<file path="src/rtl/tpll_pkg.sv">
// Shared types and constants for the Tiny-PLL loop blocks.
package tpll_pkg;

  // Phase error word passed from the detector to the loop filter.
  typedef logic signed [3:0] err_t;

  localparam err_t ERR_MAX = err_t'(7);
  localparam err_t ERR_MIN = err_t'(-8);

  // Phase detector FSM states; the 2-bit encoding is visible for checkers.
  typedef enum logic [1:0] {
    IDLE     = 2'd0,
    REF_LEAD = 2'd1,
    FB_LEAD  = 2'd2
  } pd_state_t;

endpackage

</file>
<file path="src/rtl/edge_sync.sv">
// Optional N-flop synchronizer followed by a rising-edge detector.
// STAGES=0 bypasses the synchronizer for inputs already in the clk domain.
module edge_sync
  import tpll_pkg::*;
#(
  parameter int STAGES = 2
) (
  input  logic clk,
  input  logic rst,
  input  logic d,
  output logic rise
);

  logic synced;
  logic prev;

  generate
    if (STAGES > 0) begin : g_sync
      logic [STAGES-1:0] chain;

      // Shift the raw input through the synchronizer chain.
      always_ff @(posedge clk or posedge rst) begin
        if (rst) begin
          chain <= '0;
        end else begin
          chain[0] <= d;
          for (int i = 1; i < STAGES; i++) begin
            chain[i] <= chain[i-1];
          end
        end
      end

      assign synced = chain[STAGES-1];
    end else begin : g_bypass
      assign synced = d;
    end
  endgenerate

  // Remember the previous level; resetting to 0 makes a high level at
  // reset release count as one rising edge.
  always_ff @(posedge clk or posedge rst) begin
    if (rst) begin
      prev <= 1'b0;
    end else begin
      prev <= synced;
    end
  end

  assign rise = synced & ~prev;

endmodule

</file>
<file path="src/rtl/phase_detector.sv">
// Quantized time-to-digital phase detector: measures the clk-cycle distance
// between reference and feedback rising edges and emits a saturated signed
// error word with a one-cycle sample_en strobe. Positive = reference leads.
//
// Handshake: sample_en is a single-cycle valid with no ready; error_out is
// valid in the cycle sample_en is high and holds its value afterwards.
module phase_detector
  import tpll_pkg::*;
#(
  parameter int SYNC_STAGES = 2,
  parameter int WINDOW      = 64
) (
  input  logic clk,
  input  logic rst,
  input  logic enable,
  input  logic ref_in,
  input  logic fb_in,
  output err_t error_out,
  output logic sample_en,
  output logic cycle_slip
);

  localparam int CW = $clog2(WINDOW + 1);

  logic          ref_rise;
  logic          fb_rise;
  pd_state_t     state;
  logic [CW-1:0] cnt;
  logic [CW:0]   lag;
  logic          timeout;
  err_t          err_pos;
  err_t          err_neg;

  edge_sync #(.STAGES(SYNC_STAGES)) u_ref_sync (
    .clk  (clk),
    .rst  (rst),
    .d    (ref_in),
    .rise (ref_rise)
  );

  edge_sync #(.STAGES(0)) u_fb_sync (
    .clk  (clk),
    .rst  (rst),
    .d    (fb_in),
    .rise (fb_rise)
  );

  // Lag in cycles at the lagging edge is cnt+1; saturate in full width
  // before narrowing so large lags never wrap.
  assign lag     = {1'b0, cnt} + (CW+1)'(1);
  assign timeout = (cnt == CW'(WINDOW - 1));
  assign err_pos = (lag > (CW+1)'(7)) ? ERR_MAX : err_t'(lag[3:0]);
  assign err_neg = (lag > (CW+1)'(7)) ? ERR_MIN : -err_t'(lag[3:0]);

  // Measurement FSM with window counter and registered outputs.
  always_ff @(posedge clk or posedge rst) begin
    if (rst) begin
      state      <= IDLE;
      cnt        <= '0;
      error_out  <= '0;
      sample_en  <= 1'b0;
      cycle_slip <= 1'b0;
    end else begin
      sample_en  <= 1'b0;
      cycle_slip <= 1'b0;
      if (!enable) begin
        state <= IDLE;
        cnt   <= '0;
      end else begin
        case (state)
          IDLE: begin
            cnt <= '0;
            if (ref_rise && fb_rise) begin
              error_out <= '0;
              sample_en <= 1'b1;
            end else if (ref_rise) begin
              state <= REF_LEAD;
            end else if (fb_rise) begin
              state <= FB_LEAD;
            end
          end
          REF_LEAD: begin
            if (fb_rise) begin
              // A simultaneous ref edge opens the next window right away.
              error_out <= err_pos;
              sample_en <= 1'b1;
              cnt       <= '0;
              state     <= ref_rise ? REF_LEAD : IDLE;
            end else if (ref_rise) begin
              error_out  <= ERR_MAX;
              sample_en  <= 1'b1;
              cycle_slip <= 1'b1;
              cnt        <= '0;
            end else if (timeout) begin
              error_out  <= ERR_MAX;
              sample_en  <= 1'b1;
              cycle_slip <= 1'b1;
              cnt        <= '0;
              state      <= IDLE;
            end else begin
              cnt <= cnt + CW'(1);
            end
          end
          FB_LEAD: begin
            if (ref_rise) begin
              error_out <= err_neg;
              sample_en <= 1'b1;
              cnt       <= '0;
              state     <= fb_rise ? FB_LEAD : IDLE;
            end else if (fb_rise) begin
              error_out  <= ERR_MIN;
              sample_en  <= 1'b1;
              cycle_slip <= 1'b1;
              cnt        <= '0;
            end else if (timeout) begin
              error_out  <= ERR_MIN;
              sample_en  <= 1'b1;
              cycle_slip <= 1'b1;
              cnt        <= '0;
              state      <= IDLE;
            end else begin
              cnt <= cnt + CW'(1);
            end
          end
          default: begin
            state <= IDLE;
            cnt   <= '0;
          end
        endcase
      end
    end
  end

endmodule

</file>
<file path="config.mk">
export PLATFORM = sky130hd
export DESIGN_NAME = phase_detector
export DESIGN_NICKNAME = d
export VERILOG_FILES = /design/src/rtl/tpll_pkg.sv /design/src/rtl/edge_sync.sv /design/src/rtl/phase_detector.sv
export SDC_FILE = /design/constraint.sdc
export NUM_CORES = 1
export LEC_CHECK = 0
export ABC_AREA = 1
export BUFFER_PORTS_ARGS = -buffer_cell sky130_fd_sc_hd__buf_2
export CORE_MARGIN = 4
export CORE_UTILIZATION = 57
export CTS_CLUSTER_SIZE = 16
export DETAILED_ROUTE_END_ITERATION = 12
export PLACE_DENSITY = 0.77
export SETUP_SLACK_MARGIN = 0.1
export SYNTH_ARGS = -nofsm -noshare
export SYNTH_HDL_FRONTEND = slang
export SYNTH_HIERARCHICAL = 1
export SYNTH_SLANG_ARGS = --single-unit
</file>
<file path="constraint.sdc">
create_clock -name clk -period 2 [get_ports clk]
set_input_delay 0.3 -clock clk [delete_from_list [all_inputs] [get_ports clk]]
set_output_delay 0.3 -clock clk [all_outputs]
set_load 0.02 [all_outputs]
</file>
==> results by group, run 1 <==
Worst hold path
  – Worst Hold Depth: 1
  – Worst min-delay path endpoint: u_ref_sync/g_sync.chain[0]
  – Hold/Removal Path Class: input port to flip-flop
  – Worst Hold Launch: ref_in

Global route
  – Largest net degree at the start of global routing: 16
  – GRT busiest layer: met2
  – GRT overflow: 0
  – Met3 Track Usage GR: 3.27%
  – Initial antenna violation count: 0
  – Vias in the first global route: 1009
  – Met1 Usage GRT: 22.8%
  – GRT Util Overall: 19.7%
  – First-pass GRT wire length: 4150 microns
  – M2 GR Usage: 35.3%

Finish
  – Final core utilization: 67.6%
  – Final Cell Area: 0.00135 sq mm
  – Nets: 187
  – Share of cells above drive strength 1: 18.4%
  – FILL cells: 172
  – Antenna diode count: 0
  – Syn-to-layout area delta: 9.86%

Clock network
  – Root Buffer: clkbuf_4
  – Clock Latency Late Sink: 310 ps
  – Clk sinks: 19
  – Clock Pin Slew Worst Setup and Hold Paths: 120 ps
  – # Post-CTS Setup Buffers: 0
  – CTS max path bufs: 2
  – Inserted Clock Buffers: 3
  – H-tree depth: 1
  – CTS tree: yes

Timing
  – Clk_skew: 6.65 ps
  – Endpoints failing setup: 0
  – TNS Setup: 0 ps
  – Endpoints failing hold: 0
  – Slew Viols, Final: 0
  – Worst Max-Slew Pin Slew: 587 ps
  – Fmax: 590 MHz
  – Final period utilization: 84.8%
  – RSZ-0062 raised after global routing: no
  – Min cycle time layout: 1700 ps
  – Slew headroom: 60.8%

Routing
  – WL/cell: 11.5 microns
  – ANT nets after route: 0
  – Vias: 1037
  – Number of vias per cell: 5.16
  – Remaining DRCs: 0
  – Routed WL: 2310 microns
  – Iteration-0 DRC Markers: 42
  – DR pass1 iterations: 4

Logic synthesis
  – Post-synth net total: 172
  – Post-synth ARST share: 100%
  – Synth Instances: 160
  – Top cell type's share of synthesized area: 38.6%
  – EDFF count, synth: 0
  – Post-synthesis register bit count: 19
  – Top cells by area, synth: dfrtp_1, nand2_1, inv_1
  – Synth top cells by count: nand2_1, inv_1, dfrtp_1
  – Main synth FF type: dfrtp_1
  – Post-synth cell types: 26
  – Mapped Area: 0.00123 sq mm
  – Most frequent cell after synthesis: nand2_1
  – Synth area leader: dfrtp_1
  – Seq/Total Area, Yosys: 38.6%
  – Syn avg cell area: 7.69 sq um
  – Yosys warns: 6

Run status
  – Status: completed

Power
  – Peak supply drop: 0.447 mV
  – Leak Pwr: 0.733 nW
  – Pwr Density: 682 mW/mm^2

Floorplan
  – Die Wd: 54.5 microns
  – I/O pin total: 11
  – Core area: 0.00200 sq mm
  – Row cnt: 16
  – DIE AREA: 0.00297 sq mm
  – Starting density of the core: 61.5%
  – Vert. Die Dim: 54.5 microns

Placed design
  – DPL Wire Length: 1840 microns
  – RD Place Congestion: 0.871
  – Post-Place Cell Area: 0.00131 sq mm
  – # port buffers: 10

Setup path
  – Worst Path Required: 2210 ps
  – Reg-to-Reg Start: cnt[1]
  – Reg2reg setup slack: 300 ps
  – Reg2Reg Depth: 11
  – Worst setup EP type: flip-flop
  – Worst Setup Start Kind: flip-flop
  – R2r endpoint: error_out[0]
  – WP data arrival: 1900 ps
  – Crit-path max FO: 7
  – Critical path class: flip-flop to flip-flop

Run
  – Max_cap viols: 0
-- layer usage --
metal  share of wire [%]  vias up
met5                   0        -
met4                 1.9        0
met3                 2.9        5
met2                  51       17
met1                  44      486
li1                    -      529
-- metrics by stage --
step           std cells  power [mW]  hold slack (ps)  setup slack [ps]
4_1_cts              201       0.937             81.6               279
3_5_place_dp         196       0.724              157               313
2_1_floorplan        160       0.657             28.7               490
3_3_place_gp         196       0.718              153               414
6_report             201       0.923             92.4               304
5_1_grt              201       0.990             72.5               100
-- worst max path at each step --
stage            from           end  slack (ps)  cells after the start
2_1_floorplan  cnt[1]  error_out[2]         490                     11
3_3_place_gp   cnt[1]  error_out[0]         410                     11
3_5_place_dp   cnt[1]  error_out[0]         310                     11
4_1_cts        cnt[1]  error_out[0]         280                     11
5_1_grt        cnt[1]  error_out[0]         100                     11
6_report       cnt[1]  error_out[0]         300                     11
-- state kept, by name (all words and copies together), names as in the netlist --
name,cells
cnt,7
cycle_slip,1
error_out,4
sample_en,1
state,2
u_fb_sync/prev,1
u_ref_sync/g_sync.chain,2
u_ref_sync/prev,1
-- placed cells by master (no fill, tap or decap), types with 2 or more instances in the layout --
cell type / n
a21oi_1: 4
buf_2: 10
clkbuf_4: 3
clkinv_1: 2
dfrtp_1: 19
ha_1: 7
inv_1: 24
nand2_1: 43
nand2_2: 2
nand3_1: 9
nand3_2: 2
nand3_4: 2
nand4_1: 5
nor2_1: 15
nor2_2: 2
nor2_4: 2
o21ai_0: 7
o21ai_1: 3
xor2_1: 2
-- critical path, stage by stage, from the launching register on --
cell	delay, ps
dfrtp_1	450
ha_1	260
nand2_2	110
clkinv_1	100
nand3_4	120
nand2_2	70
nor2_4	150
nand3_1	100
nand2_1	80
nand2_1	50
nand2_1	50
nand2_1	50
-- report_power, final --
group / leakage [nW] / total, mW / internal (mW) / switching [mW]
clock network: 0.0139 / 0.206 / 0.0763 / 0.129
registers: 0.254 / 0.435 / 0.416 / 0.0191
logic: 0.465 / 0.283 / 0.0973 / 0.185
total: 0.733 / 0.923 / 0.589 / 0.334
-- cell type report --
| type | instances | area, sq um | share of cell area (%) |
|---|---|---|---|
| inverter | 28 | 106 | 7.86 |
| multi-input combinational | 111 | 639 | 47.3 |
| sequential | 19 | 475 | 35.2 |
| clock inverter | 1 | 7.51 | 0.555 |
| clock buffer | 3 | 22.5 | 1.67 |
| tap | 27 | 33.8 | 2.50 |
| timing repair buffer | 12 | 67.6 | 5.00 |
-- cells by family (layout without fill, tap and decap cells) --
| kind of cell | after synthesis | in the layout | share of synthesized area [%] |
|---|---|---|---|
| fa+ha+maj | 7 | 7 | 7.11 |
| simple gates | 83 | 83 | 33.1 |
| flops | 19 | 19 | 38.6 |
| compound gates | 19 | 19 | 10.3 |
| xor+xnor | 2 | 2 | 1.42 |
| buf+inv | 30 | 44 | 9.45 |
-- what timing repair did --
action / in CTS / in global routing
resized for setup: 0 / 0
hold endpoints to repair: 4 / 0
hold buffers: 1 / 0
No activity file was read; power rests on OpenSTA's default activity.
==> run 2: changes to the inputs <==
==> constraint.sdc (replaced) <==
create_clock -name clk -period 1.7 [get_ports clk]
set_input_delay 0.255 -clock clk [delete_from_list [all_inputs] [get_ports clk]]
set_output_delay 0.255 -clock clk [all_outputs]
set_load 0.02 [all_outputs]
==> run 2 against run 1 <==
Effect of this change: clock skew decreased by 5.9 ps; sequential cell count unchanged; sequential share of layout area decreased by 5.0 points; die area unchanged; global-route usage decreased by 0.37 points; clock power increased by 20%; fmax increased by 10%; worst setup slack got worse by 150 ps; power increased by 27%; first-iteration DRC count decreased by 12%.
==> results by group, run 2 (synthesis gave the netlist of run 1 again) <==
Finish
  – Commonest non-fill, non-tap cell in the layout: nand2_1
  – Largest reg by FF count: cnt
  – Largest regs: cnt: 7 flops, error_out: 4 flops
  – Max FFs per register: 7 (unchanged)
  – Share of cells above drive strength 1: 34.3% (+16 points)
  – Final Cell Area: 0.00158 sq mm (+17%)
  – Syn-to-layout area delta: 28.0%
  – Antenna diode count: 0 (unchanged)
  – Cell Count, Final, Fillers Out: 208 (+3.5%)
  – Most frequent cells in the layout: nand2_1, inv_1, dfrtp_1, nor2_1, buf_2
  – Nets: 194 (+3.7%)

Setup path
  – WP data arrival: 1750 ps (-150 ps)
  – Most frequent CP cell: nand2_1
  – Worst Setup Start Kind: flip-flop
  – Crit-path max FO: 7 (unchanged)
  – Worst setup EP type: flip-flop
  – Critical path's largest stage delay: 570 ps (+120 ps)
  – Critical path class: flip-flop to flip-flop
  – Crit. Startpoint: cnt[2]
  – CP bufs+invs: 0 (-1)
  – Worst path top cell family by delay: simple AND/OR/NAND/NOR gates
  – Worst Path Required: 1910 ps (-300 ps)
  – Reg-to-Reg Start: cnt[2]
  – Cell Chain, Critical Path: nand4_1 > nand2_2 > nand2_4 > nor2_4 > nand3_2 > nand2_1 > nand2_1 > nand2_1 > nand2_1
  – CP max-delay cell: dfrtp_1

Clock network
  – Clock Latency Late Sink: 310 ps (about the same)
  – H-tree depth: 1 (unchanged)
  – Clock Pin Slew Worst Setup and Hold Paths: 120 ps (about the same)
  – Clk sinks: 19 (unchanged)
  – Inserted Clock Buffers: 3 (unchanged)
  – CTS tree: yes
  – CTS max path bufs: 2 (unchanged)
  – Root Buffer: clkbuf_4

Run
  – Max_cap viols: 0 (unchanged)

Routing
  – Number of vias per cell: 5.24 (+1.6%)
  – Routed WL: 2700 microns (+17%)
  – Vias: 1090 (+5.1%)
  – WL/cell: 13.0 microns (+13%)
  – Iteration-0 DRC Markers: 37 (-12%)
  – Remaining DRCs: 0 (unchanged)
  – DR pass1 iterations: 4 (unchanged)
  – ANT nets after route: 0 (unchanged)

Placed design
  – Post-Place Cell Area: 0.00133 sq mm (+1.1%)
  – RD Place Congestion: 0.863 (-0.87%)
  – DPL Wire Length: 1810 microns (-1.4%)
  – Placed cells: 198 (+1.0%)
  – # port buffers: 10 (unchanged)

Timing
  – Endpoints failing setup: 0 (unchanged)
  – RSZ-0062 raised after global routing: yes
  – Clk_skew: 0.785 ps (-5.87 ps)
  – TNS Setup: 0 ps (unchanged)
  – Slew Viols, Final: 0 (unchanged)
  – Final period utilization: 90.6% (+5.9 points)
  – Endpoints failing hold: 0 (unchanged)
  – Worst Max-Slew Pin Slew: 601 ps (+14.0 ps)
  – Fmax: 649 MHz (+10%)
  – Min cycle time layout: 1540 ps (-155 ps)
  – Slew headroom: 59.9% (-0.93 points)

Global route
  – First-pass GRT wire length: 4130 microns (-0.31%)
  – Vias in the first global route: 955 (-5.4%)
  – Largest net degree at the start of global routing: 16 (unchanged)
  – GRT overflow: 0 (unchanged)
  – GRT Util Overall: 19.3% (-0.37 points)
  – Initial antenna violation count: 0 (unchanged)

Power
  – Peak supply drop: 0.823 mV (+84%)
  – Tot Pwr: 1.18 mW (+27%)
  – Pwr Density: 746 mW/mm^2 (+9.3%)
  – Leak Pwr: 0.805 nW (+9.9%)

Floorplan
  – Core area: 0.00200 sq mm (unchanged)
  – DIE AREA: 0.00297 sq mm (unchanged)
  – Die Wd: 54.5 microns (unchanged)
  – Vert. Die Dim: 54.5 microns (unchanged)
  – Row cnt: 16 (unchanged)
  – I/O pin total: 11 (unchanged)
  – Starting density of the core: 61.5% (unchanged)

Run status
  – Status: completed

Worst hold path
  – Hold/Removal Path Class: input port to flip-flop
  – Worst Hold Launch: ref_in
## run 2: cell count changes in the layout (fill, tap and decap cells not counted), sizes merged
cell | previous run | this run
clkinv | 3 | 2
inv | 25 | 26
buf | 11 | 18
## run 2: path summary, 6_finish.rpt
kind                                              end  slack, ps  cells past startpoint
max in group asynchronous                    state[1]        760                      3
max reg2reg                              error_out[0]        160                      9
min in group asynchronous              u_fb_sync/prev        320                      3
min reg2reg                u_ref_sync/g_sync.chain[1]        390                      0
min                        u_ref_sync/g_sync.chain[0]         50                      1
max                                      error_out[0]        160                      9
## run 2: what timing repair did
action	in CTS	in global routing
endpoints found under the setup margin	2	11
hold endpoints to repair	4	0
buffers inserted	0	5
pin swaps	1	7
cloned	0	0
resized for setup	1	34
hold buffers	1	0
## run 2: report_power, final
part	switching [mW]	total, mW	internal (mW)
clock network	0.157	0.247	0.0898
logic	0.250	0.411	0.161
registers	0.0294	0.518	0.489
## run 2: metal layers
metal | vias to the layer above | wire length [microns] | GRT usage, %
met2 | 38 | 1350 | 32.9
met1 | 504 | 1160 | 24.8
met3 | 4 | 146 | 3.27
li1 | 544 | - | -
met5 | - | 0 | 0
met4 | 0 | 41 | 6.22
## run 2: layout make-up
class | count | area (sq um)
Sequential cell | 19 | 475
Clock buffer | 3 | 22.5
Multi-Input combinational cell | 111 | 791
Timing Repair Buffer | 19 | 140
Clock inverter | 1 | 7.51
Inverter | 28 | 106
Tap cell | 27 | 33.8
Fill cell | 131 | 425
## run 2: per-stage QoR
step           hold slack [ps]  setup slack (ps)  util (%)
4_1_cts                   42.6               116      68.4
3_5_place_dp               110               117      66.3
6_report                  48.1               159      78.8
2_1_floorplan            -16.3               190         -
5_1_grt                   38.7              37.2      78.8
3_3_place_gp               108               166      66.3
